<file path="src/rtl/sim_uart_pkg.sv">
// rtl/sim_uart_pkg.sv - shared constants and types for the simulation UART input feeder
package sim_uart_pkg;

  localparam logic [7:0] UART_NO_CHAR = 8'hff;

  typedef enum logic [1:0] {
    RUN   = 2'd0,
    DRAIN = 2'd1,
    DONE  = 2'd2
  } feeder_state_t;

endpackage

</file>
<file path="src/rtl/sim_uart_fifo.sv">
// rtl/sim_uart_fifo.sv - synchronous character FIFO with occupancy counter
module sim_uart_fifo #(
  parameter int DEPTH = 16,
  parameter int CNT_W = $clog2(DEPTH) + 1
) (
  input  logic             clock,
  input  logic             reset,
  input  logic             push,
  input  logic [7:0]       push_data,
  input  logic             pop,
  output logic [7:0]       head,
  output logic [CNT_W-1:0] level,
  output logic             full,
  output logic             empty
);

  localparam int PTR_W = $clog2(DEPTH);

  logic [PTR_W-1:0] wr_ptr_q, wr_ptr_d;
  logic [PTR_W-1:0] rd_ptr_q, rd_ptr_d;
  logic [CNT_W-1:0] level_q, level_d;
  logic [7:0]       mem_q [DEPTH];
  logic [7:0]       mem_d [DEPTH];
  logic             push_ok;
  logic             pop_ok;

  assign full    = (level_q == CNT_W'(DEPTH));
  assign empty   = (level_q == '0);
  assign head    = mem_q[rd_ptr_q];
  assign level   = level_q;
  assign push_ok = push && !full;
  assign pop_ok  = pop && !empty;

  always_comb begin
    mem_d    = mem_q;
    wr_ptr_d = wr_ptr_q;
    rd_ptr_d = rd_ptr_q;
    level_d  = level_q;
    if (push_ok) begin
      mem_d[wr_ptr_q] = push_data;
      wr_ptr_d        = wr_ptr_q + 1'b1;
    end
    if (pop_ok) begin
      rd_ptr_d = rd_ptr_q + 1'b1;
    end
    case ({push_ok, pop_ok})
      2'b10:   level_d = level_q + 1'b1;
      2'b01:   level_d = level_q - 1'b1;
      default: level_d = level_q;
    endcase
  end

  always_ff @(posedge clock or posedge reset) begin
    if (reset) begin
      wr_ptr_q <= '0;
      rd_ptr_q <= '0;
      level_q  <= '0;
    end else begin
      wr_ptr_q <= wr_ptr_d;
      rd_ptr_q <= rd_ptr_d;
      level_q  <= level_d;
    end
  end

  // Storage is never visible while empty, so it needs no reset.
  always_ff @(posedge clock) begin
    mem_q <= mem_d;
  end

endmodule

</file>
<file path="src/rtl/sim_uart_in_feeder.sv">
// rtl/sim_uart_in_feeder.sv - host-fed character source for the UART receive path
// Optional echo of popped characters: SIM_UART_IN_ECHO_EN
module sim_uart_in_feeder
  import sim_uart_pkg::*;
#(
  parameter int DEPTH = 16,
  parameter int CNT_W = $clog2(DEPTH) + 1
) (
  input  logic             clock,
  input  logic             reset,
  input  logic             push_valid,
  output logic             push_ready,
  input  logic [7:0]       push_ch,
  input  logic             push_eof,
  input  logic             uart_in_valid,
  output logic [7:0]       uart_in_ch,
  output logic [CNT_W-1:0] level,
  output logic             eof_reached,
  output logic [31:0]      reads_no_char
`ifdef SIM_UART_IN_ECHO_EN
  ,
  output logic             echo_valid,
  output logic [7:0]       echo_ch
`endif
);

  feeder_state_t state_q, state_d;
  logic [31:0]   reads_no_char_q, reads_no_char_d;
  logic          fifo_full;
  logic          fifo_empty;
  logic [7:0]    fifo_head;
  logic          push_fire;
  logic          pop_fire;
  logic          drained;

  sim_uart_fifo #(
    .DEPTH (DEPTH),
    .CNT_W (CNT_W)
  ) u_fifo (
    .clock     (clock),
    .reset     (reset),
    .push      (push_fire),
    .push_data (push_ch),
    .pop       (pop_fire),
    .head      (fifo_head),
    .level     (level),
    .full      (fifo_full),
    .empty     (fifo_empty)
  );

  assign push_fire     = push_valid && push_ready;
  assign pop_fire      = uart_in_valid && !fifo_empty;
  assign uart_in_ch    = fifo_empty ? UART_NO_CHAR : fifo_head;
  assign reads_no_char = reads_no_char_q;

  // True when the FIFO will be empty after this edge.
  assign drained = ((level == '0) && !push_fire) ||
                   ((level == CNT_W'(1)) && pop_fire && !push_fire);

  always_ff @(posedge clock or posedge reset) begin
    if (reset) begin
      state_q <= RUN;
    end else begin
      state_q <= state_d;
    end
  end

  always_comb begin
    state_d = state_q;
    case (state_q)
      RUN:     if (push_eof) state_d = drained ? DONE : DRAIN;
      DRAIN:   if (drained)  state_d = DONE;
      DONE:    state_d = DONE;
      default: state_d = RUN;
    endcase
  end

  always_comb begin
    push_ready  = (state_q == RUN) && !fifo_full;
    eof_reached = (state_q == DONE);
  end

  always_comb begin
    reads_no_char_d = reads_no_char_q;
    if (uart_in_valid && fifo_empty && (reads_no_char_q != 32'hffff_ffff)) begin
      reads_no_char_d = reads_no_char_q + 32'd1;
    end
  end

  always_ff @(posedge clock or posedge reset) begin
    if (reset) begin
      reads_no_char_q <= '0;
    end else begin
      reads_no_char_q <= reads_no_char_d;
    end
  end

`ifdef SIM_UART_IN_ECHO_EN
  logic       echo_valid_q, echo_valid_d;
  logic [7:0] echo_ch_q, echo_ch_d;

  always_comb begin
    echo_valid_d = pop_fire;
    echo_ch_d    = pop_fire ? fifo_head : echo_ch_q;
  end

  always_ff @(posedge clock or posedge reset) begin
    if (reset) begin
      echo_valid_q <= 1'b0;
      echo_ch_q    <= 8'h00;
    end else begin
      echo_valid_q <= echo_valid_d;
      echo_ch_q    <= echo_ch_d;
    end
  end

  assign echo_valid = echo_valid_q;
  assign echo_ch    = echo_ch_q;
`endif

endmodule

</file>
<file path="config.mk">
export PLATFORM = sky130hd
export DESIGN_NAME = sim_uart_in_feeder
export DESIGN_NICKNAME = d
export VERILOG_FILES = /design/src/rtl/sim_uart_pkg.sv /design/src/rtl/sim_uart_fifo.sv /design/src/rtl/sim_uart_in_feeder.sv
export SDC_FILE = /design/constraint.sdc
export NUM_CORES = 1
export LEC_CHECK = 0
export ABC_AREA = 1
export BUFFER_PORTS_ARGS = -buffer_cell sky130_fd_sc_hd__buf_2
export CAP_MARGIN = 20
export CELL_PAD_IN_SITES_DETAIL_PLACEMENT = 2
export CELL_PAD_IN_SITES_GLOBAL_PLACEMENT = 2
export CORE_ASPECT_RATIO = 1.1
export CORE_UTILIZATION = 42
export DETAILED_ROUTE_END_ITERATION = 7
export GPL_TIMING_DRIVEN = 0
export PLACE_DENSITY_LB_ADDON = 0.08
export SETUP_SLACK_MARGIN = 0.02
export SYNTH_ARGS = -nofsm -noshare
export SYNTH_HDL_FRONTEND = slang
export SYNTH_SLANG_ARGS = --single-unit
</file>
<file path="constraint.sdc">
create_clock -name clock -period 4.4 [get_ports clock]
set_input_delay 1.1 -clock clock [delete_from_list [all_inputs] [get_ports clock]]
set_output_delay 1.1 -clock clock [all_outputs]
set_load 0.01 [all_outputs]
</file>
[After elaboration in Yosys (flattened, before gate mapping)]
Cells that the tools add are included.
Cells by class
  multiplexer cells: 12
  bitwise operators: 2
  add/subtract/negate cells: 5
  order comparisons: 3
  reductions and logical operators: 19
  eq/ne operators: 9
Operators with widths (count)
  bitwise mux 128 bit: 1
  adder 32 x 1 -> 32 bit, second input constant: 1
  binary-select mux 8 bit (select 4 bit): 1
  demux 8 bit (select 4 bit): 1
  2-to-1 mux 8 bit: 4
  inequality test 32 bit, second input constant: 1
  logical AND 1 bit: 11
  greater-or-equal comparator 5 bit, second input constant: 2
  NOT 4 -> 5 bit: 2
  case mux 5 bit (2 select lines): 1
  adder 4 x 1 -> 4 bit, second input constant: 2
  2-to-1 mux 2 bit: 3
  case mux 2 bit (3 select lines): 1
  adder 5 x 1 -> 5 bit, second input constant: 1
  == test 5 x 1 -> 1 bit, second input constant: 1
  == test 5 bit, second input constant: 1
  zero test 5 bit: 1
  less-than comparator 5 x 1 -> 1 bit, second input constant: 1
  subtractor 5 x 1 -> 5 bit, second input constant: 1
  == test 2 x 1 -> 1 bit, second input constant: 2
  == test 2 bit, second input constant: 2
  inequality test 2 bit, second input constant: 2
  zero test 1 bit: 3
  zero test 2 bit: 1
  other kinds (3): 3
Storage, ports and cells
  bits in registers: 175
  output and inout bits: 47
  input port bits: 13
  word-level logic and storage cells: 71

[Longest topological paths before layout]
Gate-level depths: netlist of the first run.
  word-level depth: 10
  mapped depth: 14
  gate-level depth less buffers: 14

[Cells and area by module]
From an unflattened synthesis of the first run, not the netlist that was laid out.
Second synthesis, totals
  cells, all modules: 1023
  area, all modules: 8684.6 sq um
By module, submodules not included
  sim_uart_fifo: sequential area each 4169.0 sq um, cells an instance 623, instances 1, area an instance 6242.2 sq um
  sim_uart_in_feeder: sequential area each 850.8 sq um, cells an instance 400, instances 1, area an instance 2442.3 sq um

[Worst setup path before layout of the first run]
Ideal clock, no wire load.
  path kind: register to output
  start: register u_fifo.rd_ptr_q[0]
  end: output uart_in_ch[6]
  cell stages (with the launch flop): 8
  buffers on the path: 2
  path slack: 1.993 ns
  data arrival time: 1.307 ns
  data required time: 3.300 ns
  cell sequence: dfrtp_1 -> inv_1 -> buf_2 -> clkbuf_1 -> nor2_1 -> o211ai_1 -> nand3_1 -> nand3_1
Between the ends
  word-level cells in the longest chain between the ends: 5
RTL lines
  start: declaration: line sim_uart_fifo.sv:20  | logic [PTR_W-1:0] rd_ptr_q, rd_ptr_d;
  start signal: assignment: line sim_uart_fifo.sv:60  | rd_ptr_q <= rd_ptr_d;
  NOT 4 -> 5 bit (implied by the code): line sim_uart_fifo.sv:29  | assign head = mem_q[rd_ptr_q];
  binary-select mux 8 bit (select 4 bit): line sim_uart_fifo.sv:29
  2-to-1 mux 8 bit (implied by the code) (2 in series): line sim_uart_fifo.sv:29
  2-to-1 mux 8 bit: line sim_uart_in_feeder.sv:53  | assign uart_in_ch = fifo_empty ? UART_NO_CHAR : fifo_head;
  end: declaration: line sim_uart_in_feeder.sv:16  | output logic [7:0] uart_in_ch,
Every way passes these cells. The select of a mux whose other input is x is not followed.

[Worst setup path in the final report of the first run]
  start: register u_fifo.rd_ptr_q[0]
  end: output uart_in_ch[4]
The elaborated chain is that of the path after synthesis.

==> results_dict.tcl, run 1 <==
set metrics [dict create \
    post-route-period-util_pct 86.5 \
    hp-class "register to register" \
    worstSetupPathType "register to output port" \
    synth_top_family_by_area "simple AND/OR/NAND/NOR gates" \
    hold_viol 0 \
    cts_sinks 175 \
    fill_cells 2070 \
    cp_slowest_cell "clkbuf_1" \
    vias 6441 \
    wirelength_um 27500 \
    ys_types 32 \
    path_max_fanout 10 \
    synth_fa_ha_area_share_pct 2.27 \
    final_area_sq_um 9470 \
    synth-seq-cells 175 \
    syn2layout_area_growth_pct 14.6 \
    endpoint_kind "output port" \
    drt-initial-drc-count 294 \
    clkPwrFrac_pct 27.1 \
    synth_fp_nets 874 \
    multi_input_area_sq_um 2890 \
    comb_power_share_pct 36.3 \
    avgSynthCellArea_sq_um 9.77 \
    worst-endpoint-required_ns 3.30 \
    drcViolationCount 0 \
    io_buffers 59 \
    cp.arrival_ns 2.70 \
    place_congestion 0.828 \
    grt_start_max_net_pins 29 \
    power.total_uw 5680 \
    fin_tns_setup_ns 0 \
    power_leakage_uw 0.00378 \
    final-seq-area_sq_um 5020 \
    root_buffer "clkbuf_16" \
    crit_path_start_kind "register" \
    p_sw_uw 2290 \
    max_clock_freq_ghz 0.263 \
    swShare_pct 40.2 \
    cp_cell_sequence "buf_2 > clkbuf_1 > o21ai_0 > o211ai_1 > nand3_1 > nand3_1 > buf_2" \
    relSlewSlack_pct 38.6 \
    synthMuxAreaShare_pct 0 \
    fin_hold_ws_ns 0.551 \
    post_cts_buffers 0 \
    grt_setup_unrepaired "no" \
    floorplan.initialDensity_pct 43.1 \
    grt_usage_pct 29.0 \
    ys_seq_area_share_pct 60.7 \
    cts_made_buffers 17 \
    gr-total-overflow 0 \
    synth_compound_area_share_pct 7.10 \
    placed_area_sq_um 8890 \
    tightest_slew_ns 0.917 \
    antennaDiodeCount 0 \
    p_int_uw 3400 \
    layout_setup_ws_ns 0.596 \
    clock_skew_ns 0.0106 \
    power.density_nw_per_um2 600 \
    synthDominantCellAreaShare_pct 46.5 \
    num_rows 53 \
    setup_viol 0 \
    antenna_found_initial 0 \
    core_sq_um 19200 \
    critPathBufInv 3 \
    clk_path_buf_depth 2 \
    post_cts_resized 0 \
    place_worst_setup_slack_ns 1.18 \
    postRouteAntennaNets 0 \
    wl_per_cell_um 23.3 \
    yosysTopAreaCell "edfxtp_1" \
    synthSimpleGateAreaFrac_pct 23.1 \
    max_stage_delay_ns 0.53 \
    slew_violations 0 \
    syn-cell-area_sq_um 8260 \
    grt_pass1_vias 7280 \
    die_y_um 149 \
    drive_gt1_share_pct 14.1 \
    firstDrtPassIters 4 \
    grt_pass1_wl_um 42400 \
    fp.dieArea_sq_um 20200 \
    finalCriticalPeriod_ns 3.80 \
    die_w_um 136 \
    run_status "completed" \
    p_seq_share_pct 36.6 \
    cts_hold_buf 0 \
    synthCells 846 \
    htree_levels 4 \
    cts_tree "built" \
    cts.clk_slew.worst_paths_ns 0.07 \
    avgViaCountPerCell 5.44 \
    synth_area_leaders "edfxtp_1, dfrtp_1, nand2_1" \
    yosysWarnings 0 \
    synth_xor_area_share_pct 2.53 \
    dp_hpwl_um 19900 \
    maxCapViolations 0 \
    ios 60 \
    clk_latency_ns 0.44 \
    nets 953 \
    vdd_drop_max_v 0.000283 \
    crit_family "buffers and inverters" \
]
[worst register-to-register path: stages (launching register included)]
cell,delay [ns]
dfrtp_1,0.48
inv_1,0.11
ha_1,0.26
nand2_1,0.09
inv_1,0.05
nand2_1,0.07
nand3_2,0.16
inv_1,0.19
nand2_1,0.23
nor2_1,0.76
[placed cells by master, fill, tap and decap left out, types with 16 or more instances in the layout]
cell type and n:
nand3_1 46, inv_1 45, edfxtp_1 128, o21ai_0 78, o211ai_1 16, buf_2 69
nand2_1 188, dfrtp_1 47, nor2_1 174, clkbuf_16 17
[flip-flops by register name (all words and copies together) (netlist names)]
signal	cells
u_fifo.rd_ptr_q	4
state_q	2
reads_no_char	32
u_fifo.level	5
u_fifo.wr_ptr_q	4
u_fifo.mem_q	128
[through the flow]
step / cells / utilization (%)
after global placement: 1152 / 46.3
after detailed placement: 1153 / 46.4
after CTS: 1184 / 49.4
after global routing: 1184 / 49.4
final: 1184 / 49.4
after floorplan: 846 / -
[power by group through the flow]
| stage | clock network (uW) | registers (uW) | logic (uW) |
|---|---|---|---|
| finish | 1540 | 2080 | 2060 |
| global route | 1610 | 2100 | 2240 |
| CTS | 1550 | 2080 | 2080 |
| detailed placement | 0 | 2110 | 2030 |
| global placement | 0 | 2090 | 1810 |
| floorplan | 0 | 2090 | 1210 |
[area by class of cell]
| cell class | count | area share (%) |
|---|---|---|
| well taps | 247 | 3.26 |
| repair buffers | 60 | 3.33 |
| multi-input cells | 592 | 30.5 |
| clock buffers | 17 | 4.49 |
| clock inverters | 14 | 1.66 |
| plain buffers | 29 | 1.72 |
| inverters | 50 | 2.03 |
| flip-flops and latches | 175 | 53.0 |
[synth_stat cells]
master,number
nand2_1,188
nor2_1,174
edfxtp_1,128
o21ai_0,78
dfrtp_1,47
inv_1,46
nand3_1,46
o211ai_1,16
ha_1,15
xor2_1,13
a21oi_1,12
clkbuf_1,12
nand3b_1,12
nand2_2,11
buf_2,10
xnor2_1,9
nor2_4,6
buf_6,4
buf_1,2
clkinv_1,2
nand2_4,2
nand4_1,2
o21ai_1,2
buf_8,1
inv_2,1
inv_6,1
nand2_8,1
nand3_2,1
nand3b_4,1
nor3_1,1
o22ai_1,1
xor2_2,1
[layer usage]
metal / wire length (um) / global-route usage [%] / part of all wire (%) / vias up
li1: - / - / - / 2969
met1: 10400 / 30.9 / 38 / 3275
met2: 15200 / 54.8 / 55 / 141
met3: 801 / 4.45 / 2.9 / 56
met4: 1080 / 14.4 / 3.9 / 0
met5: 0 / 0 / 0 / -
[logic make-up (layout without fill, tap and decap cells)]
logic type                 after synthesis  after routing
AOI/OAI and AO/OA                      109            109
xor gates and xnor gates                23             23
and+or+nand+nor                        445            445
adders and majority gates               15             15
buffers and inverters                   79            170
DFF                                    175            175
[final timing paths]
check / startpoint / end / slack, ns / depth (start not counted)
max in group asynchronous: reset / reads_no_char[26] / 3.13 / 3
worst max-delay path: u_fifo.rd_ptr_q[0] / uart_in_ch[4] / 0.60 / 7
min in group asynchronous: reset / u_fifo.level[3] / 0.70 / 2
worst max register to register: u_fifo.level[0] / u_fifo.mem_q[22] / 1.61 / 9
worst min register to register: u_fifo.wr_ptr_q[3] / u_fifo.wr_ptr_q[3] / 0.55 / 1
worst min-delay path: u_fifo.wr_ptr_q[3] / u_fifo.wr_ptr_q[3] / 0.55 / 1
No activity file was read; power rests on OpenSTA's default activity.
==> run 2: changes to the inputs <==
- ABC_AREA: 1 -> default
- CORE_UTILIZATION: 42 -> 47
- SETUP_SLACK_MARGIN: 0.02 -> default
==> run 2 against run 1 <==
Net effect: critical path type unchanged; highest routed layer unchanged; flip-flop and latch count unchanged; global-route usage shrank 5.1 points; register-to-register slack worse by 0.39 ns; largest cell class unchanged.
==> results_dict.tcl, run 2 <==
set metrics [dict create \
    power.density_nw_per_um2 593 \
    power_leakage_uw 0.00327 \
    syn2layout_area_growth_pct 15.5 \
    ys_types 44 \
    power.total_uw 5090 \
    avgViaCountPerCell 5.74 \
    max_stage_delay_ns 0.61 \
    use_met2_pct 42.2 \
    cp_slowest_cell "clkbuf_1" \
    finalCriticalPeriod_ns 4.17 \
    ys_async_sr_fraction_pct 26.9 \
    yosysWarnings 0 \
    fp.dieArea_sq_um 16300 \
    cts_made_buffers 17 \
    worstSetupPathType "register to output port" \
    slew_violations 0 \
    hold_viol 0 \
    grt_usage_pct 23.9 \
    die_y_um 134 \
    ys_seq_area_share_pct 67.5 \
    grt_pass1_vias 4743 \
    synthDominantCellAreaShare_pct 51.7 \
    maxCapViolations 0 \
    crit_cells 7 \
    setup_viol 0 \
    synth_edf_count 128 \
    root_buffer "clkbuf_16" \
    vdd_drop_max_v 0.000317 \
    post_cts_buffers 0 \
    r2r_cells 6 \
    worst-endpoint-required_ns 3.30 \
    max_clock_freq_ghz 0.240 \
    drcViolationCount 0 \
    antennaDiodeCount 0 \
    final_common_cell "edfxtp_1" \
    cts.clk_slew.worst_paths_ns 0.07 \
    cts_tree "built" \
    fill_cells 1356 \
    fin_tns_setup_ns 0 \
    wl_per_cell_um 23.7 \
    path_max_fanout 10 \
    avgSynthCellArea_sq_um 16.0 \
    multi_input_area_sq_um 2270 \
    worstSetupEndpoint "uart_in_ch[0]" \
    drive_gt1_share_pct 27.8 \
    htree_levels 4 \
    cpMostUsedCell "clkbuf_1" \
    cts_hold_buf 0 \
    grt_use_met1_pct 28.9 \
    grt_start_max_net_pins 35 \
    grt_use_met3_pct 4.68 \
    tightest_slew_ns 1.05 \
    die_w_um 122 \
    endpoint_kind "output port" \
    crit_family "buffers and inverters" \
    r2r-start "u_fifo.level[0]" \
    synth_most_common_cell "edfxtp_1" \
    dp_hpwl_um 12300 \
    core_sq_um 15200 \
    final_cell_mix "edfxtp_1, buf_2, dfrtp_1" \
    r2r-end "u_fifo.mem_q[96]" \
    clk_path_buf_depth 2 \
    post-route-period-util_pct 94.8 \
    synthTopCellsByCount "edfxtp_1, dfrtp_1, nand2_1, nor2_1, mux4_2" \
    grt_setup_unrepaired "no" \
    run_status "completed" \
    num_rows 47 \
    clk_latency_ns 0.43 \
    rrSetupSlack_ns 1.22 \
    syn-cell-area_sq_um 7440 \
    drt-initial-drc-count 241 \
    fin_hold_ws_ns 0.498 \
    crit_path_start_kind "register" \
    cp_cell_sequence "clkbuf_1 > clkbuf_1 > mux4_2 > mux2_2 > o21ai_0 > nand2_1 > buf_2" \
    busiest_layer "met2" \
    nets 577 \
    synthCells 466 \
    gr-total-overflow 0 \
    yosysTopAreaCell "edfxtp_1" \
    cp.arrival_ns 3.07 \
    relSlewSlack_pct 29.7 \
    ios 60 \
    synth_fp_nets 494 \
    top_register "u_fifo.mem_q" \
    floorplan.initialDensity_pct 48.8 \
    largest_reg_flops 128 \
    synth-seq-cells 175 \
    final-seq-area_sq_um 5020 \
    hp-class "register to register" \
    grt_pass1_wl_um 27700 \
    antenna_found_initial 0 \
    cts_sinks 175 \
    io_buffers 59 \
    vias 4352 \
    synth_area_leaders "edfxtp_1, dfrtp_1, mux4_2" \
    postRouteAntennaNets 0 \
    wirelength_um 18000 \
    firstDrtPassIters 4 \
    clock_skew_ns 0.00975 \
    critPathBufInv 3 \
    crit_start "u_fifo.rd_ptr_q[1]" \
    synth_top_flop_cell "edfxtp_1" \
    place_congestion 0.746 \
]
-- run 2: area by class of cell --
| cell class | count | share of cell area [%] |
|---|---|---|
| plain buffers | 18 | 0.990 |
| clock buffers | 17 | 4.95 |
| clock inverters | 15 | 1.63 |
| inverters | 16 | 0.699 |
| multi-input cells | 257 | 26.5 |
| flip-flops and latches | 175 | 58.4 |
| well taps | 196 | 2.85 |
| repair buffers | 64 | 3.96 |
-- run 2: kinds of logic after synthesis --
logic type	synth area share [%]
flip-flops	67.5
buffers and inverters	1.92
XOR/XNOR	4.83
adder cells (fa/ha/maj)	2.52
AND/OR/NAND/NOR	8.78
AO/OA/AOI/OAI	2.04
multiplexers	12.4
-- run 2: worst min path at each step --
stage                       from                end  cells past startpoint
2_1_floorplan         state_q[0]         state_q[0]                      1
3_3_place_gp   reads_no_char[14]  reads_no_char[14]                      1
3_5_place_dp   reads_no_char[11]  reads_no_char[11]                      1
4_1_cts        reads_no_char[11]  reads_no_char[11]                      1
5_1_grt        reads_no_char[30]  reads_no_char[30]                      1
6_report       reads_no_char[14]  reads_no_char[14]                      1
-- run 2: stage by stage --
step	cells	worst slack [ns]	area, sq um	util, %
after floorplan	466	1.31	7440	-
after global placement	721	0.708	7980	52.4
after detailed placement	726	0.680	8020	52.7
after CTS	758	0.194	8590	56.4
after global routing	758	0.0247	8590	56.4
final	758	0.228	8590	56.4
-- run 2: timing repair --
action	in CTS	in global routing
endpoints found under the setup margin	0	1
gates resized for setup	0	1
endpoints found under the hold margin	0	0
-- run 2: power breakdown --
part           internal (uW)  switching, uW  total (uW)
Combinational            688            912        1600
Sequential              1930            123        2050
Clock                    749            689        1440
Total                   3370           1720        5090
-- run 2: per-layer routing --
layer	part of all wire [%]	wire, um
met2	54	9700
met3	3.6	649
met4	1.6	280
met5	0	0
met1	41	7350
==> run 3: changes to the inputs <==
- CORE_UTILIZATION: 47 -> 44
- SETUP_SLACK_MARGIN: default -> 0.05
- clock period: 4.4 -> 4.5 ns (I/O delays scaled with it)
==> run 3 against run 2 <==
Net effect: sequential share of layout area fell by 0.21 points; highest routed layer unchanged; largest cell class unchanged; global-route usage fell by 1.9 points; clock power about the same.
==> results_dict.tcl, run 3 (same netlist as run 2, synthesis figures left out) <==
set metrics [dict create \
    post-route-period-util_pct 93.5 \
    grt_start_max_net_pins 35 \
    relSlewSlack_pct 26.9 \
    r2r_cells 6 \
    cp.arrival_ns 3.08 \
    dp_hpwl_um 12600 \
    wl_per_cell_um 23.1 \
    die_w_um 126 \
    cp_slowest_cell "clkbuf_1" \
    gr-total-overflow 0 \
    clk_latency_ns 0.43 \
    grt_usage_pct 22.0 \
    crit_family "buffers and inverters" \
    syn2layout_area_growth_pct 15.9 \
    fin_hold_ws_ns 0.485 \
    die_y_um 138 \
    hp-class "register to register" \
    place_congestion 0.741 \
    ios 60 \
    path_max_fanout 10 \
    vdd_drop_max_v 0.000300 \
    fp.dieArea_sq_um 17400 \
    crit_path_start_kind "register" \
    final_common_cell "edfxtp_1" \
    antennaDiodeCount 0 \
    clock_skew_ns 0.0128 \
    grt_pass1_wl_um 28000 \
    cts.clk_slew.worst_paths_ns 0.07 \
    power_leakage_uw 0.00328 \
    drive_gt1_share_pct 28.0 \
    finalCriticalPeriod_ns 4.21 \
    endpoint_kind "output port" \
    final_area_sq_um 8620 \
    min_path_cells 1 \
    nets 576 \
    worstSetupPathType "register to output port" \
    post_cts_resized 0 \
    grt_setup_unrepaired "no" \
    cp_cell_sequence "clkbuf_1 > clkbuf_1 > buf_2 > mux2i_1 > nand2_1 > o21ai_0 > nand2_1 > buf_2" \
    io_buffers 59 \
    tightest_slew_ns 1.09 \
    clk_path_buf_depth 2 \
    drt-initial-drc-count 152 \
    vias 4218 \
    top_register "u_fifo.mem_q" \
    fin_tns_setup_ns 0 \
    cts_sinks 175 \
    power.density_nw_per_um2 579 \
    drcViolationCount 0 \
    final_cell_mix "edfxtp_1, buf_2, dfrtp_1" \
    grt_pass1_vias 4752 \
    max_stage_delay_ns 0.61 \
    core_sq_um 16400 \
    hold_viol 0 \
    maxCapViolations 0 \
    postRouteAntennaNets 0 \
    firstDrtPassIters 4 \
    avgViaCountPerCell 5.51 \
    root_buffer "clkbuf_16" \
    num_rows 49 \
    post-route-util_pct 52.5 \
    htree_levels 4 \
    cts_made_buffers 17 \
    max_clock_freq_ghz 0.238 \
    cts_tree "built" \
    wirelength_um 17700 \
    floorplan.initialDensity_pct 45.3 \
    worst-endpoint-required_ns 3.38 \
    antenna_found_initial 0 \
    largest_reg_flops 128 \
    slew_violations 0 \
    setup_viol 0 \
    run_status "completed" \
    crit_cells 8 \
    critPathBufInv 4 \
    post_cts_buffers 0 \
    cts_hold_buf 0 \
    placed_area_sq_um 8030 \
]
-- run 3: where the power goes --
group          switching [uW]  total (uW)  leakage [uW]  internal (uW)
Clock                     709        1460      0.000290            749
Combinational             873        1540       0.00124            666
Sequential                108        1990       0.00175           1890
-- run 3: worst paths after layout --
kind                               startpoint            endpoint  slack (ns)
max                        u_fifo.rd_ptr_q[1]       uart_in_ch[3]        0.29
min                         reads_no_char[30]   reads_no_char[30]        0.49
max reg2reg                   u_fifo.level[0]   u_fifo.mem_q[102]        1.34
min reg2reg                 reads_no_char[30]   reads_no_char[30]        0.49
max in group asynchronous               reset   reads_no_char[16]        3.34
min in group asynchronous               reset  u_fifo.rd_ptr_q[1]        0.65
-- run 3: worst reg2reg max path, stage by stage, from the launching register on --
cell	delay (ns)
dfrtp_1	0.46
inv_1	0.12
ha_1	0.29
a311oi_2	0.71
nand2_1	0.33
nor3_1	0.61
buf_2	0.34
-- run 3: area by class of cell --
type	count	area [sq um]
Clock buffer	17	425
Buffer	18	82.6
Tap cell	204	255
Clock inverter	15	161
Inverter	16	60.1
Fill cell	1506	7810
Sequential cell	175	5020
Multi-Input combinational cell	257	2280
Timing Repair Buffer	63	333
-- run 3: per-stage QoR --
step | power (uW) | instances | setup slack, ns
floorplan | 3050 | 466 | 1.39
global placement | 3490 | 729 | 0.722
detailed placement | 3600 | 732 | 0.709
CTS | 5080 | 764 | 0.204
global route | 5250 | 765 | 0.125
finish | 4990 | 765 | 0.291
-- run 3: routing by layer --
metal  wire length, um  track usage [%]
met1              7330             26.3
met2              9820             39.9
met3               381             3.75
met4               174             7.74
met5                 0                0
